**config.mk**
```make
export PLATFORM = sky130hd
export DESIGN_NAME = instr_encoder_loader
export DESIGN_NICKNAME = d
export VERILOG_FILES = /design/src/rtl/instr_enc_pkg.sv /design/src/rtl/instr_pack.sv /design/src/rtl/instr_encoder_loader.sv
export SDC_FILE = /design/constraint.sdc
export NUM_CORES = 1
export LEC_CHECK = 0
export CORE_MARGIN = 3
export CORE_UTILIZATION = 46
export CTS_CLUSTER_DIAMETER = 120
export CTS_CLUSTER_SIZE = 40
export DETAILED_ROUTE_END_ITERATION = 10
export PLACE_DENSITY = 0.86
export SLEW_MARGIN = 20
export SYNTH_ARGS = -nofsm -noshare
export SYNTH_HDL_FRONTEND = slang
export SYNTH_SLANG_ARGS = --single-unit
export TNS_END_PERCENT = 50
```
**constraint.sdc**
```tcl
create_clock -name clk -period 2.9 [get_ports clk]
set_input_delay 0.58 -clock clk [delete_from_list [all_inputs] [get_ports clk]]
set_output_delay 0.58 -clock clk [all_outputs]
set_load 0.05 [all_outputs]
```
**src/rtl/instr_enc_pkg.sv**
```systemverilog
// RV32I format codes, opcode constants and the NOP word shared by the encoder/loader and its users.
package instr_enc_pkg;

  typedef enum logic [2:0] {
    FMT_R    = 3'd0,
    FMT_I    = 3'd1,
    FMT_ISH  = 3'd2,
    FMT_S    = 3'd3,
    FMT_B    = 3'd4,
    FMT_U    = 3'd5,
    FMT_J    = 3'd6,
    FMT_RSVD = 3'd7
  } fmt_e;

  localparam logic [6:0] OP_IMM = 7'b0010011;
  localparam logic [6:0] LOAD   = 7'b0000011;
  localparam logic [6:0] STORE  = 7'b0100011;
  localparam logic [6:0] BRANCH = 7'b1100011;
  localparam logic [6:0] LUI    = 7'b0110111;
  localparam logic [6:0] JAL    = 7'b1101111;

  localparam logic [31:0] NOP_WORD = 32'h0000_0013;

endpackage

```
**src/rtl/instr_pack.sv**
```systemverilog
// Combinational RV32I field packer: decoded fields + architectural immediate -> instruction word.
// range_err_o flags reserved formats, and out-of-range immediates when IMM_RANGE_CHECK_EN is defined.
module instr_pack
  import instr_enc_pkg::*;
(
  input  logic [2:0]  fmt_i,
  input  logic [6:0]  opcode_i,
  input  logic [4:0]  rd_i,
  input  logic [4:0]  rs1_i,
  input  logic [4:0]  rs2_i,
  input  logic [2:0]  funct3_i,
  input  logic [6:0]  funct7_i,
  input  logic [31:0] imm_i,
  output logic [31:0] word_o,
  output logic        range_err_o
);

  fmt_e fmt;
  logic imm_bad;

  assign fmt = fmt_e'(fmt_i);

  always_comb begin
    word_o = NOP_WORD;
    case (fmt)
      FMT_R:   word_o = {funct7_i, rs2_i, rs1_i, funct3_i, rd_i, opcode_i};
      FMT_I:   word_o = {imm_i[11:0], rs1_i, funct3_i, rd_i, opcode_i};
      FMT_ISH: word_o = {funct7_i, imm_i[4:0], rs1_i, funct3_i, rd_i, opcode_i};
      FMT_S:   word_o = {imm_i[11:5], rs2_i, rs1_i, funct3_i, imm_i[4:0], opcode_i};
      FMT_B:   word_o = {imm_i[12], imm_i[10:5], rs2_i, rs1_i, funct3_i,
                         imm_i[4:1], imm_i[11], opcode_i};
      FMT_U:   word_o = {imm_i[31:12], rd_i, opcode_i};
      FMT_J:   word_o = {imm_i[20], imm_i[10:1], imm_i[11], imm_i[19:12], rd_i, opcode_i};
      default: word_o = NOP_WORD;
    endcase
  end

`ifdef IMM_RANGE_CHECK_EN
  // Each check asks whether truncation to the field would lose information.
  always_comb begin
    imm_bad = 1'b0;
    case (fmt)
      FMT_I, FMT_S: imm_bad = imm_i[31:11] != {21{imm_i[11]}};
      FMT_ISH:      imm_bad = |imm_i[31:5];
      FMT_B:        imm_bad = (imm_i[31:12] != {20{imm_i[12]}}) || imm_i[0];
      FMT_J:        imm_bad = (imm_i[31:20] != {12{imm_i[20]}}) || imm_i[0];
      FMT_U:        imm_bad = |imm_i[11:0];
      default:      imm_bad = 1'b0;
    endcase
  end
`else
  assign imm_bad = 1'b0;
`endif

  assign range_err_o = imm_bad || (fmt == FMT_RSVD);

endmodule

```
**src/rtl/instr_encoder_loader.sv**
```systemverilog
// Encodes RV32I field bundles into one registered stage and streams them to IMEM at a wrapping address.
// in_ready = !mem_we || mem_ready; optional immediate range checking under IMM_RANGE_CHECK_EN.
module instr_encoder_loader
  import instr_enc_pkg::*;
#(
  parameter int          IMEM_DEPTH = 1024,
  parameter logic [31:0] BASE_ADDR  = 32'h0000_0000,
  parameter int          ADDR_W     = 32
) (
  input  logic              clk,
  input  logic              reset,
  input  logic              start,
  input  logic              in_valid,
  output logic              in_ready,
  input  logic [2:0]        in_fmt,
  input  logic [6:0]        in_opcode,
  input  logic [4:0]        in_rd,
  input  logic [4:0]        in_rs1,
  input  logic [4:0]        in_rs2,
  input  logic [2:0]        in_funct3,
  input  logic [6:0]        in_funct7,
  input  logic [31:0]       in_imm,
  output logic              mem_we,
  input  logic              mem_ready,
  output logic [ADDR_W-1:0] mem_addr,
  output logic [31:0]       mem_wdata,
  output logic [15:0]       word_count,
  output logic              err
);

  localparam logic [ADDR_W-1:0] BASE      = ADDR_W'(BASE_ADDR);
  localparam logic [ADDR_W-1:0] WRAP_MASK = ADDR_W'(IMEM_DEPTH * 4 - 1);

  logic              we_q, we_d;
  logic [ADDR_W-1:0] addr_q, addr_d;
  logic [31:0]       wdata_q, wdata_d;
  logic [15:0]       cnt_q, cnt_d;
  logic              err_q, err_d;
  logic              reload_q, reload_d;

  logic [31:0]       pack_word;
  logic              pack_err;
  logic              accept, mem_hs;
  logic [ADDR_W-1:0] next_addr;

  instr_pack u_pack (
    .fmt_i       (in_fmt),
    .opcode_i    (in_opcode),
    .rd_i        (in_rd),
    .rs1_i       (in_rs1),
    .rs2_i       (in_rs2),
    .funct3_i    (in_funct3),
    .funct7_i    (in_funct7),
    .imm_i       (in_imm),
    .word_o      (pack_word),
    .range_err_o (pack_err)
  );

  assign in_ready  = !we_q || mem_ready;
  assign accept    = in_valid && in_ready;
  assign mem_hs    = we_q && mem_ready;
  assign next_addr = BASE + ((addr_q - BASE + ADDR_W'(4)) & WRAP_MASK);

  always_comb begin
    we_d     = we_q;
    addr_d   = addr_q;
    wdata_d  = wdata_q;
    cnt_d    = cnt_q;
    reload_d = reload_q;

    if (accept) begin
      we_d    = 1'b1;
      wdata_d = pack_word;
    end else if (mem_hs) begin
      we_d = 1'b0;
    end

    // A start against a stalled word is parked in reload_q so the held address stays put.
    if (mem_hs) begin
      addr_d = (reload_q || start) ? BASE : next_addr;
    end else if (start && !we_q) begin
      addr_d = BASE;
    end

    if (start) begin
      reload_d = we_q && !mem_ready;
    end else if (mem_hs) begin
      reload_d = 1'b0;
    end

    if (start) begin
      cnt_d = mem_hs ? 16'd1 : 16'd0;
    end else if (mem_hs && cnt_q != 16'hFFFF) begin
      cnt_d = cnt_q + 16'd1;
    end

    err_d = (err_q && !start) || (accept && pack_err);
  end

  always_ff @(posedge clk) begin
    if (reset) begin
      we_q     <= 1'b0;
      addr_q   <= BASE;
      wdata_q  <= 32'h0;
      cnt_q    <= 16'h0;
      err_q    <= 1'b0;
      reload_q <= 1'b0;
    end else begin
      we_q     <= we_d;
      addr_q   <= addr_d;
      wdata_q  <= wdata_d;
      cnt_q    <= cnt_d;
      err_q    <= err_d;
      reload_q <= reload_d;
    end
  end

  assign mem_we     = we_q;
  assign mem_addr   = addr_q;
  assign mem_wdata  = wdata_q;
  assign word_count = cnt_q;
  assign err        = err_q;

endmodule

```
# Word-level counts from Yosys, hierarchy flattened
# Cells that the tools add are included.
[word_totals]
register_bits = 83
in_bits = 72
out_inout_bits = 83
word_cells = 44
[op_classes]
add_sub_neg = 2
n_eq_ne = 8
n_mux = 10
n_reduce_logical = 18
[ops]
columns = ["operator", "n"]
rows = [
  ["32-bit one-hot mux with 7 select lines", 1],
  ["32-bit 2-to-1 mux", 2],
  ["16-bit 2-to-1 mux", 2],
  ["16-bit by 1-bit adder with 16-bit output, second input constant", 1],
  ["16-bit inequality test, second input constant", 1],
  ["12-bit by 3-bit adder with 12-bit output, second input constant", 1],
  ["3-bit equality test, second input constant", 4],
  ["12-bit 2-to-1 mux", 1],
  ["2-bit nonzero test", 4],
  ["1-bit logical AND", 7],
  ["3-bit by 2-bit equality test with 1-bit output, second input constant", 2],
  ["1-bit 2-to-1 mux", 4],
  ["3-bit by 1-bit equality test with 1-bit output, second input constant", 1],
  ["1-bit logical NOT", 3],
  ["3-bit logical NOT", 1],
  ["1-bit logical OR", 3],
]

# Logic depth before layout (Yosys ltp)
[depth]
word_depth = 5
ltp_mapped = 8
mapped_depth_nobuf = 5

# By module
# A second synthesis with hierarchy kept.
[unflattened]
hier_cells = 466
area_unflattened_um2 = 3599.7
[modules_own_cells]
columns = ["module", "instances", "cells_each", "area_each_um2", "seq_area_each_um2"]
rows = [
  ["instr_encoder_loader", 1, 333, 2741.4, 1221.2],
  ["instr_pack", 1, 133, 858.3, 0.0],
]

# Worst setup path before layout
# No wires, ideal clock.
[synth_path]
path_type = "flip-flop to flip-flop"
startpoint = "register we_q, in the netlist mem_we"
endpoint = "register wdata_q[4], in the netlist mem_wdata[4]"
setup_time_ns = 0.078
t_arrival_ns = 2.106
required_time_ns = 2.822
slack_ns = 0.716
stages_incl_launch_ff = 6
n_path_buf = 1
synth_period_minus_slack_ns = 2.184
cell_sequence = "dfxtp_1 nand2b_1 nand2_1 clkbuf_1 nor3_1 nor3_1"
[synth_between]
elab_chain_cells = 3
[synth_rtl]
columns = ["element", "line", "source"]
rows = [
  ["start, declared", "instr_encoder_loader.sv:34", "logic we_q, we_d;"],
  ["start signal, assigned", "instr_encoder_loader.sv:109", "we_q <= we_d;"],
  ["1-bit logical NOT", "instr_encoder_loader.sv:59", "assign in_ready = !we_q || mem_ready;"],
  ["1-bit logical OR", "instr_encoder_loader.sv:59", ""],
  ["named net in_ready", "instr_encoder_loader.sv:14", "output logic in_ready,"],
  ["1-bit logical AND", "instr_encoder_loader.sv:60", "assign accept = in_valid && in_ready;"],
  ["end signal, assigned", "instr_encoder_loader.sv:111", "wdata_q <= wdata_d;"],
  ["end, declared", "instr_encoder_loader.sv:36", "logic [31:0] wdata_q, wdata_d;"],
]
# The timed path passes the listed nets, and every way through them passes these cells.
# A chain may end at the register's enable or synchronous reset.

# Worst setup path in the final report
[layout_path]
startpoint = "register cnt_q[2], in the netlist word_count[2]"
endpoint = "output port word_count[2]"
[layout_rtl]
columns = ["element", "line", "source"]
rows = [
  ["start, declared", "instr_encoder_loader.sv:37", "logic [15:0] cnt_q, cnt_d;"],
  ["start signal, assigned", "instr_encoder_loader.sv:112", "cnt_q <= cnt_d;"],
  ["end, declared", "instr_encoder_loader.sv:27", "output logic [15:0] word_count,"],
]
# No word-level cell between the ends.

==> summary.md <==
| Metric | Value |
|---|---|
| #FFs+latches synth | `61` |
| Share of the synthesized area in the top cell type | `33.52%` |
| Startpoint Class | `register` |
| Initial Utilization | `48.92%` |
| Synthesized cell area | `3643 um2` |
| GPL Wtd Cong | `0.8863` |
| CTS Buf Count | `9` |
| First-pass GRT wire length | `17,380 um` |
| Slowest cell delay on critical path | `0.86 ns` |
| Crit path max-delay family | `buffers and inverters` |
| Antenna violations before repair | `0` |
| Critical-path cell list | `clkdlybuf4s50_1` |
| RSZ-0062 raised after global routing | `no` |
| Vias in the first global route | `3,667` |
| Clock Latency Late Sink | `0.33 ns` |
| Clock sinks | `61` |
| First drt pass iteration count | `5` |
| Worst hold start | `mem_wdata[29]` |
| Post-CTS Hold Buffers | `0` |
| WHS Path Cells | `2` |
| Critical-path top delay cell | `clkdlybuf4s50_1` |
| DIE AREA | `9024 um2` |
| Sequential area share after synthesis | `33.52%` |
| Leading area contributor after synthesis | `dfxtp_1` |
| CTS tree | `done` |
| CP Buf/Inv Count | `1` |
| Cells on worst reg2reg path | `5` |
| Required time of the critical path | `2.32 ns` |
| Peak supply drop | `0.0002214 V` |
| Final TNS setup | `0 ns` |
| Number of synthesized flops with an enable pin | `0` |
| Largest net degree at the start of global routing | `52` |
| Avg Inst Size Synth | `7.955 um2` |
| Post-cts resize count | `0` |
| Area Growth Syn to Fin | `41.59%` |
| Post-DRT Antenna Nets | `0` |
| Die span in y | `95.00 um` |
| Boundary pin count | `155` |
| Cells after synthesis | `458` |
| H-Tree Depth | `3` |
| Period minus WS final | `2.237 ns` |
| # DRC | `0` |
| Power consumption | `0.002167 W` |
| CP Data Arrival Time | `1.66 ns` |
| P per Cell Area | `420.2 nW/um2` |
| Layout cells sized above 1 | `8.219%` |
| FP Rows | `31` |
| LEAKAGE | `1.788 nW` |
| Ys Warns | `0` |
| Core area | `7447 um2` |
| Slew HR | `36.22%` |
| Wire per inst | `15.86 um` |
| # port buffers | `132` |
| R2r startpoint | `word_count[7]` |
| Total GRT Usage | `24.25%` |
| Final setup fails | `0` |
| Reg-to-reg slack, setup | `1.03 ns` |
| Measured slew at the worst slew-check pin | `0.9567 ns` |
| Fmax | `446.9 MHz` |
| Post-CTS Setup Inserts | `0` |
| Grt ovf | `0` |
| HPWL after detailed placement | `8054 um` |
| Fin crit share | `77.16%` |
| Outcome | `completed` |
| CTS root buf | `clkbuf_8` |
| Vias per std cell | `5.682` |
| DRT iter0 DRCs | `145` |
| Final worst slack | `0.6625 ns` |
| Clock buffer depth | `2` |
| Post-synthesis cell type count | `50` |
| CP Class | `register to output port` |
| Crit Reg-Reg Endpoint | `word_count[0]` |
| Die Wd | `95.00 um` |
| Synth top area cells | `dfxtp_1, a21oi_1, nand2_1` |
| Critical Path Sink Type | `output port` |
| Max-slew violations | `0` |
| MaxCap Viol Count | `0` |
| Final std cells w/o fill | `683` |
| Final Cell Area | `5159 um2` |
| Inst Count DP | `668` |
| Async S/R FF share, synth | `0%` |
| Hold Crit Endpoint | `mem_wdata[29]` |
| Placed instance area | `4981 um2` |
| Diode count | `0` |
| Total wire length | `10,830 um` |
| CP max FO | `8` |
| Hold Path Class | `register to register` |
| Layout Skew | `0.008218 ns` |
| Fin. Hold Viols | `0` |
| Top_reg_cell synth | `dfxtp_1` |
| Pre-CTS WS | `0.4696 ns` |
| Via count | `3,881` |
| Worst-path clk slew | `0.06 ns` |
| Final net count | `654` |
[metal layers]
| metal | up-vias | routed length [um] | share of wire, % | GRT usage (%) |
|---|---|---|---|---|
| met5 | - | 0 | 0 | 0 |
| met4 | 0 | 271 | 2.5 | 10.46 |
| met3 | 21 | 853 | 7.9 | 4.622 |
| met2 | 171 | 5322 | 49 | 39.93 |
| met1 | 1805 | 4387 | 40 | 30.85 |
| li1 | 1884 | - | - | - |
[power by group]
group	internal, W	switching [W]	total [W]
Sequential	0.000872	0.0000227	0.000895
Combinational	0.000234	0.000349	0.000583
Clock	0.000375	0.000314	0.000690
[cell usage after synthesis (all sizes together), types with 2 or more instances]
cell / instances
o31ai: 5
o41ai: 2
o311ai: 2
mux4: 4
a31oi: 4
inv: 7
and3: 3
nand4: 9
a21oi: 55
dfxtp: 61
nor4: 4
or3: 9
buf: 32
o2bb2ai: 8
a311o: 5
nor3b: 4
a22oi: 5
nand2b: 11
a211o: 5
nand2: 51
nor2: 22
nand3: 16
a221oi: 2
nor2b: 17
clkbuf: 23
nor3: 8
or4: 6
mux2i: 7
o211ai: 8
o21ai: 20
nand3b: 6
mux2: 11
a211oi: 6
and2: 3
and4: 4
ha: 2
or2: 2
[stage by stage]
| stage | hold WS, ns | utilization [%] |
|---|---|---|
| 6_report | 0.4557 | 69.27 |
| 5_1_grt | 0.4802 | 69.27 |
| 4_1_cts | 0.4576 | 69.27 |
| 3_3_place_gp | 0.4425 | 66.89 |
| 2_1_floorplan | 0.5325 | - |
| 3_5_place_dp | 0.4471 | 66.89 |
[cell usage in the layout (no fill, tap or decap), types with 9 or more instances in the layout]
cell and instances:
clkdlybuf4s50_1 130, dfxtp_1 61, a21oi_1 55, nand2_1 50
nor2_1 22, conb_1 22, o21ai_0 20, nor2b_1 17
nand3_1 16, clkbuf_8 12, buf_4 12, nand2b_1 11
mux2_2 11, nand4_1 9, or3_1 9
[cell families (layout without fill, tap and decap cells)]
family	after synthesis	count (layout)	synth area share, %
simple gates	177	177	25.65
compound gates	132	132	23.15
fa+ha+maj	2	2	0.6867
mux	22	22	7.796
buf+inv	63	168	9.100
flops	61	61	33.52
other cells	1	22	0.1029
[how the worst max path moves through the flow]
| stage | startpoint | endpoint | slack, ns | depth (start not counted) |
|---|---|---|---|---|
| floorplan | mem_we | mem_wdata[4] | 0.72 | 5 |
| global placement | in_fmt[2] | mem_wdata[9] | 0.53 | 7 |
| detailed placement | mem_ready | word_count[13] | 0.47 | 5 |
| CTS | mem_we | mem_we | 0.64 | 1 |
| global route | word_count[11] | word_count[11] | 0.58 | 1 |
| finish | word_count[2] | word_count[2] | 0.66 | 1 |
[layout make-up]
type | instances | area (um2)
clock buffers | 14 | 172.7
clock inverters | 1 | 5.005
fillers | 617 | 2288
inverters | 8 | 30.03
multi-input cells | 355 | 2170
flip-flops and latches | 61 | 1221
well taps | 99 | 123.9
repair buffers | 145 | 1436
[registers in the layout, summed over array words and instances, names as in the netlist]
register,count
err,1
mem_addr,10
mem_we,1
reload_q,1
mem_wdata,32
word_count,16
Note: power is estimated with default switching activity, not from simulation.
